### src/rtl/ws2_pkg.sv
// Shared constants for the MAX3421E SPI initiator: register numbers, command
// byte layout and the transfer FSM state type.
package ws2_pkg;

  localparam logic [4:0] REG_USBIRQ   = 5'd13;
  localparam logic [4:0] REG_USBCTL   = 5'd15;
  localparam logic [4:0] REG_PINCTL   = 5'd17;
  localparam logic [4:0] REG_REVISION = 5'd18;
  localparam logic [4:0] REG_HIRQ     = 5'd25;

  // Command byte is {reg[4:0], 1'b0, dir, ackstat}
  localparam int DIR_BIT     = 1;
  localparam int ACKSTAT_BIT = 0;

  typedef enum logic [2:0] {
    S_IDLE,
    S_SETUP,
    S_SHIFT,
    S_HOLD,
    S_GAP
  } spi_state_t;

  function automatic logic [7:0] make_cmd(input logic [4:0] addr,
                                          input logic       wr,
                                          input logic       ack);
    logic [7:0] c;
    c              = {addr, 3'b000};
    c[DIR_BIT]     = wr;
    c[ACKSTAT_BIT] = ack;
    return c;
  endfunction

endpackage

### src/rtl/max3421e_spi_master_clk_div.sv
// Half-period tick generator: tick fires on the last Clk cycle of every
// CLK_DIV-cycle window while enabled; restart realigns the window.
module spi_clk_div #(
  parameter int CLK_DIV = 4
) (
  input  logic Clk,
  input  logic Reset,
  input  logic restart,
  input  logic en,
  output logic tick
);

  localparam int CW = (CLK_DIV > 1) ? $clog2(CLK_DIV) : 1;
  localparam logic [CW-1:0] RELOAD = CW'(CLK_DIV - 1);

  logic [CW-1:0] cnt;

  always_ff @(posedge Clk) begin
    if (Reset || restart) cnt <= RELOAD;
    else if (en)          cnt <= (cnt == '0) ? RELOAD : cnt - CW'(1);
  end

  assign tick = en && (cnt == '0);

endmodule

### src/rtl/max3421e_spi_master.sv
// SPI mode-0 initiator running one 16-bit MAX3421E register access per start:
// command byte then data byte, MSB first, with CS setup/hold/gap framing.
module max3421e_spi_master
  import ws2_pkg::*;
#(
  parameter int CLK_DIV = 4
) (
  input  logic       Clk,
  input  logic       Reset,
  input  logic       start,
  input  logic [4:0] reg_addr,
  input  logic       write,
  input  logic       ackstat,
  input  logic [7:0] wdata,
  output logic       busy,
  output logic       done,
  output logic [7:0] rdata,
  output logic [7:0] status,
  output logic       spi_cs_n,
  output logic       spi_sclk,
  output logic       spi_mosi,
  input  logic       spi_miso
);

  spi_state_t  state, state_nxt;
  logic        tick, accept;
  logic [7:0]  cmd_byte;
  logic [15:0] sr;       // tx bits shift out of the top, rx bits shift in at the bottom
  logic [4:0]  bit_cnt;  // number of rising edges issued so far

  assign accept   = (state == S_IDLE) && start;
  assign cmd_byte = make_cmd(reg_addr, write, ackstat);

  spi_clk_div #(.CLK_DIV(CLK_DIV)) u_clk_div (
    .Clk     (Clk),
    .Reset   (Reset),
    .restart (accept),
    .en      (state != S_IDLE),
    .tick    (tick)
  );

  always_ff @(posedge Clk) begin
    if (Reset) state <= S_IDLE;
    else       state <= state_nxt;
  end

  always_comb begin
    state_nxt = state;
    case (state)
      S_IDLE:  if (start) state_nxt = S_SETUP;
      S_SETUP: if (tick)  state_nxt = S_SHIFT;
      S_SHIFT: if (tick && spi_sclk && bit_cnt == 5'd16) state_nxt = S_HOLD;
      S_HOLD:  if (tick)  state_nxt = S_GAP;
      S_GAP:   if (tick)  state_nxt = S_IDLE;
      default: state_nxt = S_IDLE;
    endcase
  end

  always_ff @(posedge Clk) begin
    if (Reset) begin
      busy     <= 1'b0;
      done     <= 1'b0;
      rdata    <= 8'h00;
      status   <= 8'h00;
      spi_cs_n <= 1'b1;
      spi_sclk <= 1'b0;
      spi_mosi <= 1'b0;
      sr       <= 16'h0000;
      bit_cnt  <= 5'd0;
    end else begin
      done <= 1'b0;
      case (state)
        S_IDLE: if (start) begin
          sr       <= {cmd_byte, write ? wdata : 8'h00};
          busy     <= 1'b1;
          spi_cs_n <= 1'b0;
          spi_sclk <= 1'b0;
          spi_mosi <= cmd_byte[7];
          bit_cnt  <= 5'd0;
        end
        S_SETUP: if (tick) begin
          spi_sclk <= 1'b1;
          bit_cnt  <= 5'd1;
        end
        S_SHIFT: if (tick) begin
          if (spi_sclk) begin
            // End of high phase: sample MISO, then present the next MOSI bit
            spi_sclk <= 1'b0;
            sr       <= {sr[14:0], spi_miso};
            if (bit_cnt != 5'd16) spi_mosi <= sr[14];
          end else begin
            spi_sclk <= 1'b1;
            bit_cnt  <= bit_cnt + 5'd1;
          end
        end
        S_HOLD: if (tick) begin
          spi_cs_n <= 1'b1;
          spi_mosi <= 1'b0;
          done     <= 1'b1;
          status   <= sr[15:8];
          rdata    <= sr[7:0];
        end
        S_GAP: if (tick) busy <= 1'b0;
        default: ;
      endcase
    end
  end

endmodule

### config.mk
export PLATFORM = sky130hd
export DESIGN_NAME = max3421e_spi_master
export DESIGN_NICKNAME = d
export VERILOG_FILES = /design/src/rtl/ws2_pkg.sv /design/src/rtl/max3421e_spi_master_clk_div.sv /design/src/rtl/max3421e_spi_master.sv
export SDC_FILE = /design/constraint.sdc
export NUM_CORES = 1
export LEC_CHECK = 0
export CORE_MARGIN = 5
export CORE_UTILIZATION = 35
export CTS_BUF_LIST = sky130_fd_sc_hd__clkbuf_4
export DETAILED_ROUTE_END_ITERATION = 10
export MAX_ROUTING_LAYER = met4
export PLACE_DENSITY = 0.61
export SLEW_MARGIN = 20
export SYNTH_ARGS = -nofsm -noshare
export SYNTH_HDL_FRONTEND = slang
export SYNTH_SLANG_ARGS = --single-unit
### constraint.sdc
create_clock -name Clk -period 1.45 [get_ports Clk]
set_input_delay 0.145 -clock Clk [delete_from_list [all_inputs] [get_ports Clk]]
set_output_delay 0.145 -clock Clk [all_outputs]
set_load 0.01 [all_outputs]
==> impl_metrics.tcl <==
set metrics [dict create \
    ys_seq_area_share_pct 43.5 \
    overflow 0 \
    post-route-period-util_pct 110 \
    synth_area_sq_um 2160 \
    avgSynthCellArea_sq_um 8.14 \
    cts_tree "yes" \
    area_delta_synth_final_pct 48.2 \
    grt_pass1_wl_um 9450 \
    crit_fanout 9 \
    stdcell_count 404 \
    failed_checks "negative setup slack" \
    clock_skew_ns 0.0228 \
    htreeDepth 2 \
    setup_tns_ns -1.78 \
    num_rows 28 \
    crit_path_cell_trace "inv_2 > ha_4 > buf_4 > and3b_1 > a22oi_2 > buf_6 > or3_4 > a21oi_2" \
    r2r-start "u_clk_div.cnt[0]" \
    crit_path_end_kind "register" \
    grt_pass1_vias 1937 \
    power_mw 2.71 \
    die_w_um 88.6 \
    start_util_pct 36.3 \
    synthDistinctLibCells 41 \
    fillers 568 \
    yosys_warnings 0 \
    portBuffers 39 \
    cts_buffers 5 \
    die_h_um 88.6 \
    synth_edf_count 0 \
    first_iter_violations 145 \
    p_per_area_nw_per_um2 845 \
    r2r-end "bit_cnt[0]" \
    clk_pin_slew_ns 0.15 \
    first_pass_iters 4 \
    synth-main-ff-cell "dfxtp_1" \
    nNetsFinal 350 \
    vdd_drop_max_uv 505 \
    crit_type "reg2reg" \
    status "finished, violations left" \
    synth_nets 288 \
    cts.path.max_buffers 2 \
    ys_top_cells_by_count "nand2_1 (62), dfxtp_1 (47), a21oi_1 (27)" \
    synth_seq_cells 47 \
    finalCriticalPeriod_ns 1.59 \
    grt_use_total_pct 15.9 \
    drive_above_1_share_pct 27.1 \
    routedWlPerCell_um 14.7 \
    synthTopCellsByArea "dfxtp_1 (43%), nand2_1 (11%), a21oi_1 (6.2%)" \
    async_flop_share_pct 0 \
    syn_inst 266 \
    critPathMaxStageDelay_ns 0.36 \
    place_inst 389 \
    rsz0062_at_grt "yes" \
    endpoint "bit_cnt[0]" \
    antenna_left 0 \
    dp_hpwl_um 3860 \
    netlist.area_leader.share_pct 43.5 \
    fmax_mhz 630 \
    drc_errors 0 \
    cp-start-kind "register" \
    hold_viol 0 \
    drt-vias-per-instance 5.14 \
    setup_ws_ns -0.138 \
    antenna_found_initial 0 \
    gp_congestion 0.833 \
    finalWirelength_um 5940 \
    cp.required_ns 1.76 \
    clk_latency_ns 0.38 \
    ff2ff_setup_slack_ns -0.14 \
    diodes 0 \
    relSlewSlack_pct 81.1 \
    post-synth-top-count-cell "nand2_1" \
    cp.arrival_ns 1.90 \
    reg2regPathDepth 8 \
    timing.final.max_slew_violations 0 \
    io-pin-count 40 \
    maxCapViolations 0 \
    grt_max_degree 38 \
    worst_pin_slew_ns 0.282 \
    power_leakage_nw 1.45 \
    hold_class "in2reg" \
    cpMaxStageDelayCell "or3_4" \
    dieArea_sq_um 7860 \
    crit_start "u_clk_div.cnt[0]" \
    yosys.area.top_type "dfxtp_1" \
    vias 2077 \
    cts_root_buf "clkbuf_4" \
    cts_sinks 47 \
    setup_viol 38 \
    coreArea_sq_um 5960 \
]
==> registers in the layout, summed over array words and instances (netlist names) <==
name           count
sr                16
rdata              8
status             8
bit_cnt            5
state              3
u_clk_div.cnt      2
busy               1
done               1
spi_cs_n           1
spi_mosi           1
spi_sclk           1
==> cells in the final DEF (no fill, tap or decap), types with 5 or more instances in the layout <==
cell type        instances
dlymetal6s2s_1          15
dfxtp_1                 39
a311oi_1                11
nand3_1                 13
a21oi_1                 26
nor2_2                  13
dfxtp_2                  5
clkdlybuf4s50_1         20
nand2_1                 62
buf_12                   7
clkbuf_4                 5
buf_4                   21
nor2_1                   8
inv_1                    9
o21ai_0                  5
==> cell type report <==
| cell class | instances | area (sq um) | share of cell area, % |
|---|---|---|---|
| Multi-Input combinational cell | 189 | 1180 | 36.9 |
| Sequential cell | 47 | 958 | 29.9 |
| Timing Repair Buffer | 74 | 846 | 26.4 |
| Tap cell | 75 | 93.8 | 2.93 |
| Clock inverter | 3 | 47.5 | 1.48 |
| Inverter | 11 | 41.3 | 1.29 |
| Clock buffer | 5 | 37.5 | 1.17 |
==> worst min-delay path by stage <==
stage                           end  cells after the start  slack [ns]  startpoint
after floorplan               sr[0]                      2        0.30    spi_miso
after global placement    status[7]                      2        0.44      sr[15]
after detailed placement  status[2]                      2        0.45   status[2]
after CTS                     sr[0]                      3        0.32    spi_miso
after global routing          sr[8]                      3        0.33     ackstat
final                         sr[0]                      3        0.32    spi_miso
==> critical path: cells and delay by family, from the launching register on <==
kind            cells  cell delay, ns
compound gates      2            0.17
fa+ha+maj           1            0.15
simple gates        2            0.54
buf+inv             3            0.32
flops               1            0.35
==> routing by layer <==
metal / track usage [%] / vias up / routed length (um) / part of all wire [%]
met5: - / - / 0 / 0
met4: 4.53 / 0 / 76 / 1.3
met3: 2.98 / 8 / 234 / 3.9
met2: 24.8 / 41 / 2850 / 48
met1: 20.9 / 981 / 2780 / 47
li1: - / 1047 / - / -
==> per-stage QoR <==
stage / util, % / area [sq um] / setup WS [ns] / hold WS (ns)
floorplan: - / 2180 / 0.00284 / 0.304
global placement: 47.5 / 2830 / -0.176 / 0.443
detailed placement: 47.5 / 2830 / -0.239 / 0.445
CTS: 52.6 / 3130 / -0.151 / 0.316
global route: 53.8 / 3210 / -0.178 / 0.327
finish: 53.8 / 3210 / -0.138 / 0.318
==> cell families (layout without fill, tap and decap cells) <==
family	count (synthesis)	count (layout)	share of synthesized area [%]
AOI/OAI and AO/OA	58	58	18.7
xor gates and xnor gates	1	1	0.405
adders and majority gates	3	3	1.73
buffers and inverters	30	93	7.05
DFF	47	47	43.5
muxes	2	2	1.21
and+or+nand+nor	125	125	27.4
==> power breakdown <==
part,internal [mW],switching [mW]
registers,1.35,0.0569
clock network,0.373,0.475
logic,0.250,0.206
==> timing repair <==
| action | in CTS | in global routing |
|---|---|---|
| gates resized for setup | 44 | 26 |
| pin swaps | 25 | 5 |
| setup endpoints to repair | 44 | 56 |
| cloned | 3 | 1 |
| hold buffers | 0 | 0 |
| buffers inserted | 5 | 1 |
(Power assumes the default switching activity.)
